<file path="src/rtl/pc_redirect_unit.sv">
// rtl/pc_redirect_unit.sv - fetch PC owner and next-PC select from BHT outputs, with IF/ID/EXE tracking and branch statistics
module pc_redirect_unit #(
    parameter int                ADDR_W   = 10,
    parameter logic [ADDR_W-1:0] RESET_PC = '0,
    parameter int                CNT_W    = 16
) (
    input  logic              CLK,
    input  logic              nrst,
    input  logic              stall,
    input  logic              if_prediction,
    input  logic [ADDR_W-1:0] if_PBT,
    input  logic [1:0]        exe_correction,
    input  logic [ADDR_W-1:0] exe_CNI,
    input  logic [ADDR_W-1:0] exe_PBT,
    input  logic              exe_is_btype,
    output logic [ADDR_W-1:0] if_PC,
    output logic [ADDR_W-1:0] id_PC,
    output logic [ADDR_W-1:0] exe_PC,
    output logic              id_pred,
    output logic              exe_pred,
    output logic              id_valid,
    output logic              exe_valid,
    output logic              flush,
    output logic [CNT_W-1:0]  branch_cnt,
    output logic [CNT_W-1:0]  mispred_cnt
);

    localparam logic [CNT_W-1:0] CNT_MAX = '1;

    logic              corr_ok;
    logic [ADDR_W-1:0] seq_pc;
    logic [ADDR_W-1:0] redirect_pc;
    logic [ADDR_W-1:0] next_pc;
    logic              branch_inc;

    // A correction only counts when it belongs to a live EXE instruction.
    assign corr_ok     = exe_correction[1] & exe_valid;
    assign flush       = corr_ok;
    assign seq_pc      = if_PC + ADDR_W'(4);
    assign redirect_pc = exe_correction[0] ? exe_PBT : exe_CNI;
    assign branch_inc  = exe_valid & exe_is_btype;

    always_comb begin
        next_pc = seq_pc;
        if (corr_ok) begin
            next_pc = redirect_pc;
        end else if (stall) begin
            next_pc = if_PC;
        end else if (if_prediction) begin
            next_pc = if_PBT;
        end
    end

    always_ff @(posedge CLK or negedge nrst) begin
        if (!nrst) begin
            if_PC <= RESET_PC;
        end else begin
            if_PC <= next_pc;
        end
    end

    // IF->ID: a correction squashes the instruction being fetched; a stall freezes ID.
    always_ff @(posedge CLK or negedge nrst) begin
        if (!nrst) begin
            id_PC    <= '0;
            id_pred  <= 1'b0;
            id_valid <= 1'b0;
        end else if (corr_ok) begin
            id_valid <= 1'b0;
        end else if (!stall) begin
            id_PC    <= if_PC;
            id_pred  <= if_prediction;
            id_valid <= 1'b1;
        end
    end

    // ID->EXE: a stall inserts a bubble while keeping the last EXE PC/pred visible.
    always_ff @(posedge CLK or negedge nrst) begin
        if (!nrst) begin
            exe_PC    <= '0;
            exe_pred  <= 1'b0;
            exe_valid <= 1'b0;
        end else if (corr_ok || stall) begin
            exe_valid <= 1'b0;
        end else begin
            exe_PC    <= id_PC;
            exe_pred  <= id_pred;
            exe_valid <= id_valid;
        end
    end

    always_ff @(posedge CLK or negedge nrst) begin
        if (!nrst) begin
            branch_cnt  <= '0;
            mispred_cnt <= '0;
        end else begin
            if (branch_inc && branch_cnt != CNT_MAX) begin
                branch_cnt <= branch_cnt + 1'b1;
            end
            if (corr_ok && mispred_cnt != CNT_MAX) begin
                mispred_cnt <= mispred_cnt + 1'b1;
            end
        end
    end

endmodule
</file>
<file path="config.mk">
export PLATFORM = sky130hd
export DESIGN_NAME = pc_redirect_unit
export DESIGN_NICKNAME = d
export VERILOG_FILES = /design/src/rtl/pc_redirect_unit.sv
export SDC_FILE = /design/constraint.sdc
export NUM_CORES = 1
export LEC_CHECK = 0
export CAP_MARGIN = 15
export CORE_MARGIN = 2
export CORE_UTILIZATION = 46
export CTS_BUF_LIST = sky130_fd_sc_hd__clkbuf_8 sky130_fd_sc_hd__clkbuf_16
export DETAILED_ROUTE_END_ITERATION = 10
export MAX_ROUTING_LAYER = met4
export PLACE_DENSITY = 0.83
export SYNTH_ARGS = -nofsm -noshare
export SYNTH_HDL_FRONTEND = slang
export SYNTH_SLANG_ARGS = --single-unit
</file>
<file path="constraint.sdc">
create_clock -name CLK -period 2.5 [get_ports CLK]
set_clock_uncertainty 0.15 [all_clocks]
set_input_delay 0.375 -clock CLK [delete_from_list [all_inputs] [get_ports CLK]]
set_output_delay 0.375 -clock CLK [all_outputs]
set_load 0.01 [all_outputs]
</file>
==> flow_results.org <==
** Status
- The run finished with clean final reports.

** Logic synthesis
- Area leader, netlist :: sky130_fd_sc_hd__dfrtp_1
- Top cells by instance count after synthesis :: sky130_fd_sc_hd__nand2_1, sky130_fd_sc_hd__dfrtp_1, sky130_fd_sc_hd__xor2_1
- Adder-cell share of the synthesized area :: 0.01181
- Of the total synthesized cell area, the portion taken by XOR and XNOR cells is 0.08815.
- Number of synthesized flops with an enable pin :: 0
- Main combinational cell family by area after synthesis :: simple AND/OR/NAND/NOR gates
- Synth Area in Compound Gates :: 0.07123
- A synthesized cell averages 9.904 sq um.
- The synthesized netlist occupies a cell area of 3179 sq um.
- Synthesis produced 321 cells.
- For this run, the leading register cell type out of synthesis is sky130_fd_sc_hd__dfrtp_1.
- By area the synthesized netlist is led by sky130_fd_sc_hd__dfrtp_1, sky130_fd_sc_hd__nand2_1, sky130_fd_sc_hd__xor2_1.
- The share of the Yosys chip area taken by registers is 0.5195.
- Register bit total from synthesis :: 66
- Of the total synthesized cell area, the portion taken by AND, OR, NAND and NOR gates is 0.2475.
- Portion of netlist area occupied by mux cells :: 0.04172
- The most common cell in the synthesized netlist is sky130_fd_sc_hd__nand2_1.
- During synthesis, Yosys emitted a total of 0 warnings.
- Of the post-synthesis cell area, the dominant cell type holds 0.5195.
- Of all flip-flops after synthesis, the portion carrying an async set or reset was 1.000.
- The number of nets in the synthesized netlist is 361.
- Distinct cells, synth :: 39

** Setup path
- The largest individual stage delay along the critical path comes from the cell sky130_fd_sc_hd__clkdlybuf4s50_1.
- Worst Path Arrival :: 1600 ps
- The worst setup path is of the in -> out kind.
- On the worst path, the slowest cell contributes a delay of 550 ps.
- Required time reported for the critical path endpoint :: 1980 ps
- The worst setup path is captured at an output pin.
- Grouping stages by cell kind, the critical path spends the most delay in buffers and inverters.
- Chain of cells forming the critical path :: clkdlybuf4s50_1 -> nand2_1 -> inv_1 -> clkdlybuf4s50_1
- Along the worst path, the maximum fanout reaches 4.
- Total buffers and inverters traversed by the critical path :: 3
- Counting stages on the worst path, the most repeated cell is sky130_fd_sc_hd__clkdlybuf4s50_1.
- STA classifies the critical path startpoint as a primary input.

** Timing
- Achievable Freq :: 469.8 MHz
- After layout, the minimum clock period comes to 2128 ps.
- Setup violations remaining at the end of the flow were counted as 0.
- At the pin with the least slew margin, the transition time is 560.2 ps.
- Setup TNS :: 0 ps
- The final-report max-slew violation count is 0.
- In this run the tightest slew margin relative to its limit is 0.6231.
- RSZ-0062 raised after global routing :: no
- Hold violation count in the final report :: 0
- Final hold slack :: 323.5 ps
- Crit share post-route :: 0.8514

** Drt
- Routed Antenna Nets :: 0
- Before antenna repair, the detailed router went through 4 iterations.
- DR WL/cell :: 14.92 microns
- Initial detailed-routing violation count :: 112
- The detailed router placed 2,777 vias in this run.
- Per-cell via count in the routed design :: 5.351
- Routed Wire Length :: 7.744 mm
- For this run, design rule violations remaining after detail routing come to 0.

** Die
- From bottom edge to top edge, the die measures 87.14 microns.
- Number of standard-cell rows in the floorplan :: 30
- Starting density of the core :: 0.4706
- The die covers 7593 sq um.
- Total I/O pin count :: 104
- The floorplan step set the die width to 87.14 microns.
- Area inside the core boundary :: 6756 sq um

** Final layout
- At the end of the flow the core is filled with cells to 0.6719.
- Diodes inserted :: 0
- Relative to the synthesized area, the layout overhead comes to 42.78%.
- Proportion of layout cells with a drive suffix above 1 :: 0.07517
- Post-Layout Cell Count :: 519
- At the end of the flow, the number of nets in the layout was 474.
- Area of all placed cells without fillers :: 4539 sq um
- Fill cells :: 537

** Global route
- The initial antenna violation count came to 0.
- For this run, the total global-route usage over all layers was measured as 0.2147.
- The via count of the first global-routing pass is 2,653.
- Global routing finished with a remaining overflow of 0.
- Largest net degree at the start of global routing :: 31
- The first global-routing pass estimated 12.44 mm of wire.

** Power and ir drop
- Internal Pwr Total :: 0.002294 W
- In this run the power density over the cells is 740.1 nW/um^2.
- Portion of total power attributed to combinational logic :: 0.293
- Leak pwr :: 2.067 nW
- Proportion of power drawn by flip-flops and latches :: 0.453
- Switching part of the total :: 0.3171
- IR analysis of the VDD net gives a maximum drop of 0.6056 mV.
- The analysis attributes to net switching a power of 0.001065 W.
- The share of total power dissipated in the clock network is 0.254.

** Clock tree
- CTS Hold Buffers Added :: 1
- Counting along the longest clock path gives a buffer depth of 2.
- For this design, the sink count on the clock tree is 66.
- Clock transition at the registers of the reported paths :: 70 ps
- After clock tree synthesis, the repair step resized 0 gates.
- TritonCTS built the clock tree.
- TritonCTS created 9 clock buffers.
- The clock reaches the later pin of the worst-skew pair after 330 ps.
- Clock tree synthesis selected as its root buffer the cell sky130_fd_sc_hd__clkbuf_8.
- Setup bufs post-CTS :: 0
- The clock tree synthesis step divided the H-tree into 3 levels.

** Placement
- DP Wirelength :: 5.825 mm
- Cell area after placement :: 4344 sq um
- At the end of routability-driven placement, the weighted congestion stood at 0.7856.
- Port Buffer Count :: 103
- The number of placed instances, taps included, is 502.

** Min path
- Hold Path Class :: reg -> reg

** Flow run
- MaxCap Viol Count :: 0
## state kept, by name (all words and copies together) (netlist names)
name and count:
mispred_cnt 16, branch_cnt 16, exe_pred 1, if_PC 10
exe_valid 1, id_PC 10, id_pred 1, id_valid 1
exe_PC 10
## cell usage in the layout (no fill, tap or decap), types with 2 or more instances in the layout
master and count:
sky130_fd_sc_hd__o31ai_1 2, sky130_fd_sc_hd__nand4_1 10, sky130_fd_sc_hd__xnor2_1 14, sky130_fd_sc_hd__o21a_1 2, sky130_fd_sc_hd__nor2b_1 3, sky130_fd_sc_hd__nor2_1 12, sky130_fd_sc_hd__inv_1 7, sky130_fd_sc_hd__and3_1 4
sky130_fd_sc_hd__nand4_2 2, sky130_fd_sc_hd__o21ai_0 8, sky130_fd_sc_hd__nand2_1 79, sky130_fd_sc_hd__ha_1 3, sky130_fd_sc_hd__nand2b_1 4, sky130_fd_sc_hd__xor2_1 18, sky130_fd_sc_hd__clkbuf_8 9, sky130_fd_sc_hd__nor4_1 9
sky130_fd_sc_hd__nor3_1 10, sky130_fd_sc_hd__a21oi_1 7, sky130_fd_sc_hd__clkdlybuf4s50_1 102, sky130_fd_sc_hd__buf_4 8, sky130_fd_sc_hd__mux2i_1 11, sky130_fd_sc_hd__o22a_1 2, sky130_fd_sc_hd__a211oi_1 3, sky130_fd_sc_hd__a311oi_1 2
sky130_fd_sc_hd__o221ai_1 3, sky130_fd_sc_hd__and4_1 4, sky130_fd_sc_hd__dfrtp_1 66, sky130_fd_sc_hd__clkinv_2 4, sky130_fd_sc_hd__nand3_1 14
## worst reg2reg max path: stages, from the launching register on
cell	delay, ps
sky130_fd_sc_hd__dfrtp_1	430
sky130_fd_sc_hd__ha_1	250
sky130_fd_sc_hd__and3_1	220
sky130_fd_sc_hd__a41oi_2	400
sky130_fd_sc_hd__mux2_2	380
## cell type report
class                   instances  area (sq um)  share of cell area
well taps                      80         100.1             0.02205
clock inverters                 7         61.31             0.01351
multi-input cells             238          1464              0.3225
flip-flops and latches         66          1652              0.3638
repair buffers                113          1116              0.2459
clock buffers                   9         123.9             0.02729
inverters                       6         22.52            0.004961
## final timing paths
check,from,to,slack [ps],depth (start not counted)
min,exe_PC[7],exe_PC[7],320,2
min reg2reg,exe_PC[7],exe_PC[7],320,2
min in group asynchronous,nrst,exe_PC[6],380,2
max reg2reg,branch_cnt[0],branch_cnt[1],550,4
max in group asynchronous,nrst,mispred_cnt[10],1210,3
max,exe_correction[1],flush,370,4
## per-stage QoR
stage,total power [W],setup WS [ps]
2_1_floorplan,0.001911,587.5
6_report,0.003360,371.6
4_1_cts,0.003387,363.8
3_5_place_dp,0.002529,363.7
3_3_place_gp,0.002501,409.0
5_1_grt,0.003548,314.2
## metal layers
layer | global-route usage | share of wire | vias to the layer above
met3 | 0.05024 | 0.034 | 6
met5 | - | 0 | -
met4 | 0.06014 | 0.012 | 0
li1 | - | - | 1352
met2 | 0.3338 | 0.49 | 72
met1 | 0.2834 | 0.47 | 1347
## power by group through the flow
stage,logic [W],clock network (W),registers (W)
2_1_floorplan,0.000323,0,0.00159
3_3_place_gp,0.000974,0,0.00153
3_5_place_dp,0.000995,0,0.00153
4_1_cts,0.00100,0.000869,0.00152
5_1_grt,0.00108,0.000916,0.00155
6_report,0.000986,0.000853,0.00152
## cells by family (layout without fill, tap and decap cells)
| family | count (synthesis) | count (layout) |
|---|---|---|
| and+or+nand+nor | 158 | 158 |
| DFF | 66 | 66 |
| AOI/OAI and AO/OA | 32 | 32 |
| xor gates and xnor gates | 32 | 32 |
| buffers and inverters | 17 | 135 |
| muxes | 13 | 13 |
| adders and majority gates | 3 | 3 |
Power figures use the tool's default switching activity.
